`config.mk`:
```
export PLATFORM = sky130hd
export DESIGN_NAME = clip_recorder_module
export DESIGN_NICKNAME = d
export VERILOG_FILES = /design/src/rtl/clip_recorder_module.sv
export SDC_FILE = /design/constraint.sdc
export NUM_CORES = 1
export LEC_CHECK = 0
export CAP_MARGIN = 20
export CORE_MARGIN = 1.5
export CORE_UTILIZATION = 45
export CTS_BUF_LIST = sky130_fd_sc_hd__clkbuf_2
export CTS_CLUSTER_DIAMETER = 30
export DETAILED_ROUTE_END_ITERATION = 10
export HOLD_SLACK_MARGIN = 0.06
export PLACE_DENSITY = 0.77
export SLEW_MARGIN = 20
export SYNTH_ARGS = -nofsm -noshare
export SYNTH_HDL_FRONTEND = slang
export SYNTH_SLANG_ARGS = --single-unit
```
`constraint.sdc`:
```
create_clock -name mclk -period 4.6 [get_ports mclk]
set_clock_uncertainty 0.05 [all_clocks]
set_input_delay 1.15 -clock mclk [delete_from_list [all_inputs] [get_ports mclk]]
set_output_delay 1.15 -clock mclk [all_outputs]
set_load 0.02 [all_outputs]
```
`src/rtl/clip_recorder_module.sv`:
```
// Clip recorder: captures a triggered stream of 16-bit samples into the clip buffer
// through a registered write port. Define CLIP_RECORDER_LOOP_EN for wrap-around recording.
module clip_recorder_module #(
  parameter int  CLIP_LEN = 256,
  localparam int AW       = $clog2(CLIP_LEN)
) (
  input  logic          mclk,
  input  logic          rst,
  input  logic          arm,
  input  logic          trigger,
  input  logic          stop,
  input  logic [15:0]   in_sample,
  input  logic          in_valid,
  output logic          wr_en,
  output logic [AW-1:0] wr_addr,
  output logic [15:0]   wr_data,
  output logic [AW:0]   rec_len,
  output logic [AW-1:0] head_addr,
  output logic          busy,
  output logic          done
);

  typedef enum logic [1:0] {S_IDLE, S_ARMED, S_REC, S_DONE} state_t;

  state_t state, state_nxt;
  logic   accept;
  logic   full_wr;
  logic   clear;

  // NOTE: every signal written here gets a default first so no latch is inferred.
  always_comb begin
    state_nxt = state;
    accept    = in_valid && ((state == S_ARMED && trigger) || state == S_REC);
    clear     = arm && (state == S_IDLE || state == S_DONE || (state == S_ARMED && !trigger));
`ifdef CLIP_RECORDER_LOOP_EN
    full_wr   = 1'b0;
`else
    full_wr   = accept && (head_addr == AW'(CLIP_LEN - 1));
`endif
    unique case (state)
      S_IDLE:  if (arm) state_nxt = S_ARMED;
      S_ARMED: begin
        // Trigger beats stop; a same-cycle stop then closes the take immediately.
        if (trigger)   state_nxt = (stop || full_wr) ? S_DONE : S_REC;
        else if (stop) state_nxt = S_IDLE;
      end
      S_REC:   if (stop || full_wr) state_nxt = S_DONE;
      S_DONE:  if (arm) state_nxt = S_ARMED;
      default: state_nxt = S_IDLE;
    endcase
  end

  // NOTE: sequential state uses non-blocking assignments so all registers update together.
  always_ff @(posedge mclk) begin
    if (rst) state <= S_IDLE;
    else     state <= state_nxt;
  end

  always_ff @(posedge mclk) begin
    if (rst) begin
      wr_en     <= 1'b0;
      wr_addr   <= '0;
      wr_data   <= '0;
      rec_len   <= '0;
      head_addr <= '0;
      busy      <= 1'b0;
      done      <= 1'b0;
    end else begin
      wr_en <= accept;
      busy  <= (state_nxt == S_ARMED) || (state_nxt == S_REC);
      done  <= (state_nxt == S_DONE);
      if (clear) begin
        rec_len   <= '0;
        head_addr <= '0;
      end else if (accept) begin
        wr_addr   <= head_addr;
        wr_data   <= in_sample;
        // Wraps naturally since CLIP_LEN is a power of two.
        head_addr <= head_addr + AW'(1);
        if (rec_len != (AW+1)'(CLIP_LEN)) rec_len <= rec_len + (AW+1)'(1);
      end
    end
  end

endmodule

```
==> results.txt <==
status -> complete, no violations
Starting Density -> 48.22%
clk sinks -> 46
Hold Crit Class -> register to register
Worst path depth -> 1
worst-path fanout max -> 9
final wirelength -> 4471 um
Relative slew margins -> 50.19%
Worst setup EP type -> primary output
Cell variety after synth -> 37
Max Freq -> 0.3591 GHz
RSZ-0062 raised after global routing -> false
area of the die -> 4817 sq um
Final GP Congestion -> 0.7731
post-CTS sizing -> 0
Final WS setup -> 1.815 ns
pins over their slew limit -> 0
number of DRC markers in iteration 0 -> 92
Slew @ Worst Pin -> 0.7471 ns
Setup CP Type -> register to primary output
hold path depth -> 2
sequential element share of the synthesized area -> 46.41%
gr ovfl total -> 0
chip height -> 69.41 um
DR pass1 iterations -> 4
Synth Area per Inst -> 8.408 sq um
pin count of the biggest net entering global routing -> 32
final setup fails -> 0
Sw Share -> 33.86%
depth of the most critical reg-to-reg path -> 8
FILL cells -> 347
Max Cap Viol -> 0
initial antenna violation count -> 0
Cell Rows -> 23
number of global-route vias before repair -> 1644
Bufs and invs on worst path -> 1
Worst Path Required -> 3.40 ns
CORE AREA -> 4115 sq um
ANT nets after route -> 0
HPWL Detailed -> 3043 um
wire per inst -> 12.74 um
cts-stage hold buffer count -> 0
# diodes -> 0
net load switching power -> 0.3833 mW
# IOs -> 66
R2R setup slack -> 2.33 ns
Area growth, synth to finish -> 39.09%
GRT Total Usage -> 18.39%
clock share of power -> 24.2%
VDD IR max -> 0.2565 mV
global-route wire length before repair -> 7265 um
fin cells -> 351
Static Leakage -> 0.9651 nW
share of cells above drive strength 1 -> 3.654%
#FFs+latches synth -> 46
crit path cell chain -> clkdlybuf4s50_1
Final min period -> 2.785 ns
Placed Cells -> 343
DR DRC count -> 0
Pwr Density -> 410.1 nW/um^2
port bufs -> 65
Worst-Skew Late Latency -> 0.41 ns
Critical Path Start Type -> register
WP data arrival -> 1.58 ns
sequential share of power -> 40.9%
Hold Vio Cnt, Final -> 0
total number of vias -> 1823
DP Worst Slack -> 1.424 ns
final worst path period share -> 60.54%
P_int -> 0.7487 mW
CP max stage delay -> 0.66 ns
syn_nets -> 266
Max H-tree Level -> 2
Nets -> 330
mapped cell area -> 1984 sq um
Pwr Total -> 1.132 mW
Comb pwr share -> 34.9%
Root Driver -> clkbuf_2
Warnings, synthesis -> 0
Slowest cell on crit path -> clkdlybuf4s50_1
register clock-pin slew on the reported worst setup and hold paths -> 0.22 ns
Die X -> 69.41 um
Syn Inst Count -> 236
Setup TNS -> 0 ns
CTS Buffer Depth -> 2
CTS tree -> built
setup bufs post-CTS -> 0
routed vias/inst -> 5.194
CP delay by family, top -> buffers and inverters
CTS Buf Count -> 5
[flip-flops by register name, indices dropped and copies added (netlist names)]
| signal | count |
|---|---|
| wr_en | 1 |
| head_addr | 8 |
| wr_addr | 8 |
| state | 2 |
| wr_data | 16 |
| busy | 1 |
| done | 1 |
| rec_len | 9 |
[synth_stat cells (all sizes together)]
library cell / instances / share of area (%)
a211o: 1 / 0.88
a211oi: 1 / 0.38
a21boi: 1 / 0.38
a21o: 1 / 0.38
a21oi: 34 / 8.6
a311o: 1 / 0.50
a311oi: 1 / 0.44
and2: 1 / 0.32
and3b: 2 / 0.88
and4: 2 / 0.88
buf: 3 / 0.76
clkbuf: 7 / 1.3
dfxtp: 46 / 46
ha: 8 / 5.0
inv: 9 / 1.7
mux2i: 1 / 0.50
nand2: 53 / 10
nand2b: 1 / 0.32
nand3: 3 / 0.76
nand3b: 2 / 0.76
nand4: 9 / 2.8
nor2: 11 / 2.1
nor2b: 3 / 0.95
nor3: 4 / 1.0
nor4b: 1 / 0.44
o211a: 1 / 0.50
o211ai: 3 / 1.4
o21a: 1 / 0.38
o21ai: 6 / 1.5
o311ai: 1 / 0.44
o31a: 1 / 0.44
or3: 6 / 1.9
or4: 1 / 0.38
or4b: 2 / 1.0
xnor2: 4 / 1.8
xor2: 4 / 1.8
[logic make-up after synthesis]
logic type / count (synthesis) / synth area share (%)
simple gates: 101 / 24.53
fa+ha+maj: 8 / 5.044
flops: 46 / 46.41
compound gates: 53 / 16.20
mux: 1 / 0.5044
buf+inv: 19 / 3.783
xor+xnor: 8 / 3.531
[path summary, 6_finish.rpt]
check / from / endpoint
max: rec_len[3] / rec_len[3]
min: wr_data[3] / wr_data[3]
max reg2reg: state[0] / busy
min reg2reg: wr_data[3] / wr_data[3]
[routing by layer]
metal / wire [um] / up-vias / track usage, %
li1: - / 943 / -
met1: 2120 / 817 / 23.18
met2: 2047 / 61 / 30.13
met3: 279 / 2 / 4.942
met4: 23 / 0 / 6.754
met5: 0 / - / 0
[power groups by stage]
stage	Sequential [mW]	Combinational, mW	Clock, mW
2_1_floorplan	0.504	0.234	0
3_3_place_gp	0.471	0.387	0
3_5_place_dp	0.472	0.396	0
4_1_cts	0.464	0.398	0.278
5_1_grt	0.470	0.435	0.298
6_report	0.463	0.395	0.274
[through the flow]
stage	util, %	hold slack, ns	cell area [sq um]
3_5_place_dp	64.91	0.3953	2671
6_report	67.07	0.4160	2760
5_1_grt	67.07	0.4405	2760
2_1_floorplan	-	0.4833	1984
4_1_cts	67.07	0.4193	2760
3_3_place_gp	64.91	0.3912	2671
[cells in the final DEF, fill, tap and decap left out, types with 3 or more instances in the layout]
master and n:
nand3_1 3, dfxtp_1 46, xor2_1 4, ha_1 8
nor3_1 4, nor2b_1 3, nand2_1 53, inv_1 9
nand4_1 9, or3_1 6, nor2_1 11, clkbuf_2 5
a21oi_1 34, clkdlybuf4s50_1 65, xnor2_1 4, o21ai_0 6
[cell type report]
cell class                 instances  area, sq um  area share [%]
inverter                           9        33.78           1.224
clock inverter                     3        63.81           2.312
tap                               50        62.56           2.267
clock buffer                       5        25.02          0.9066
timing repair buffer              67        665.6           24.12
sequential                        46        920.9           33.36
multi-input combinational        171        988.4           35.81
No activity file was read; power rests on OpenSTA's default activity.
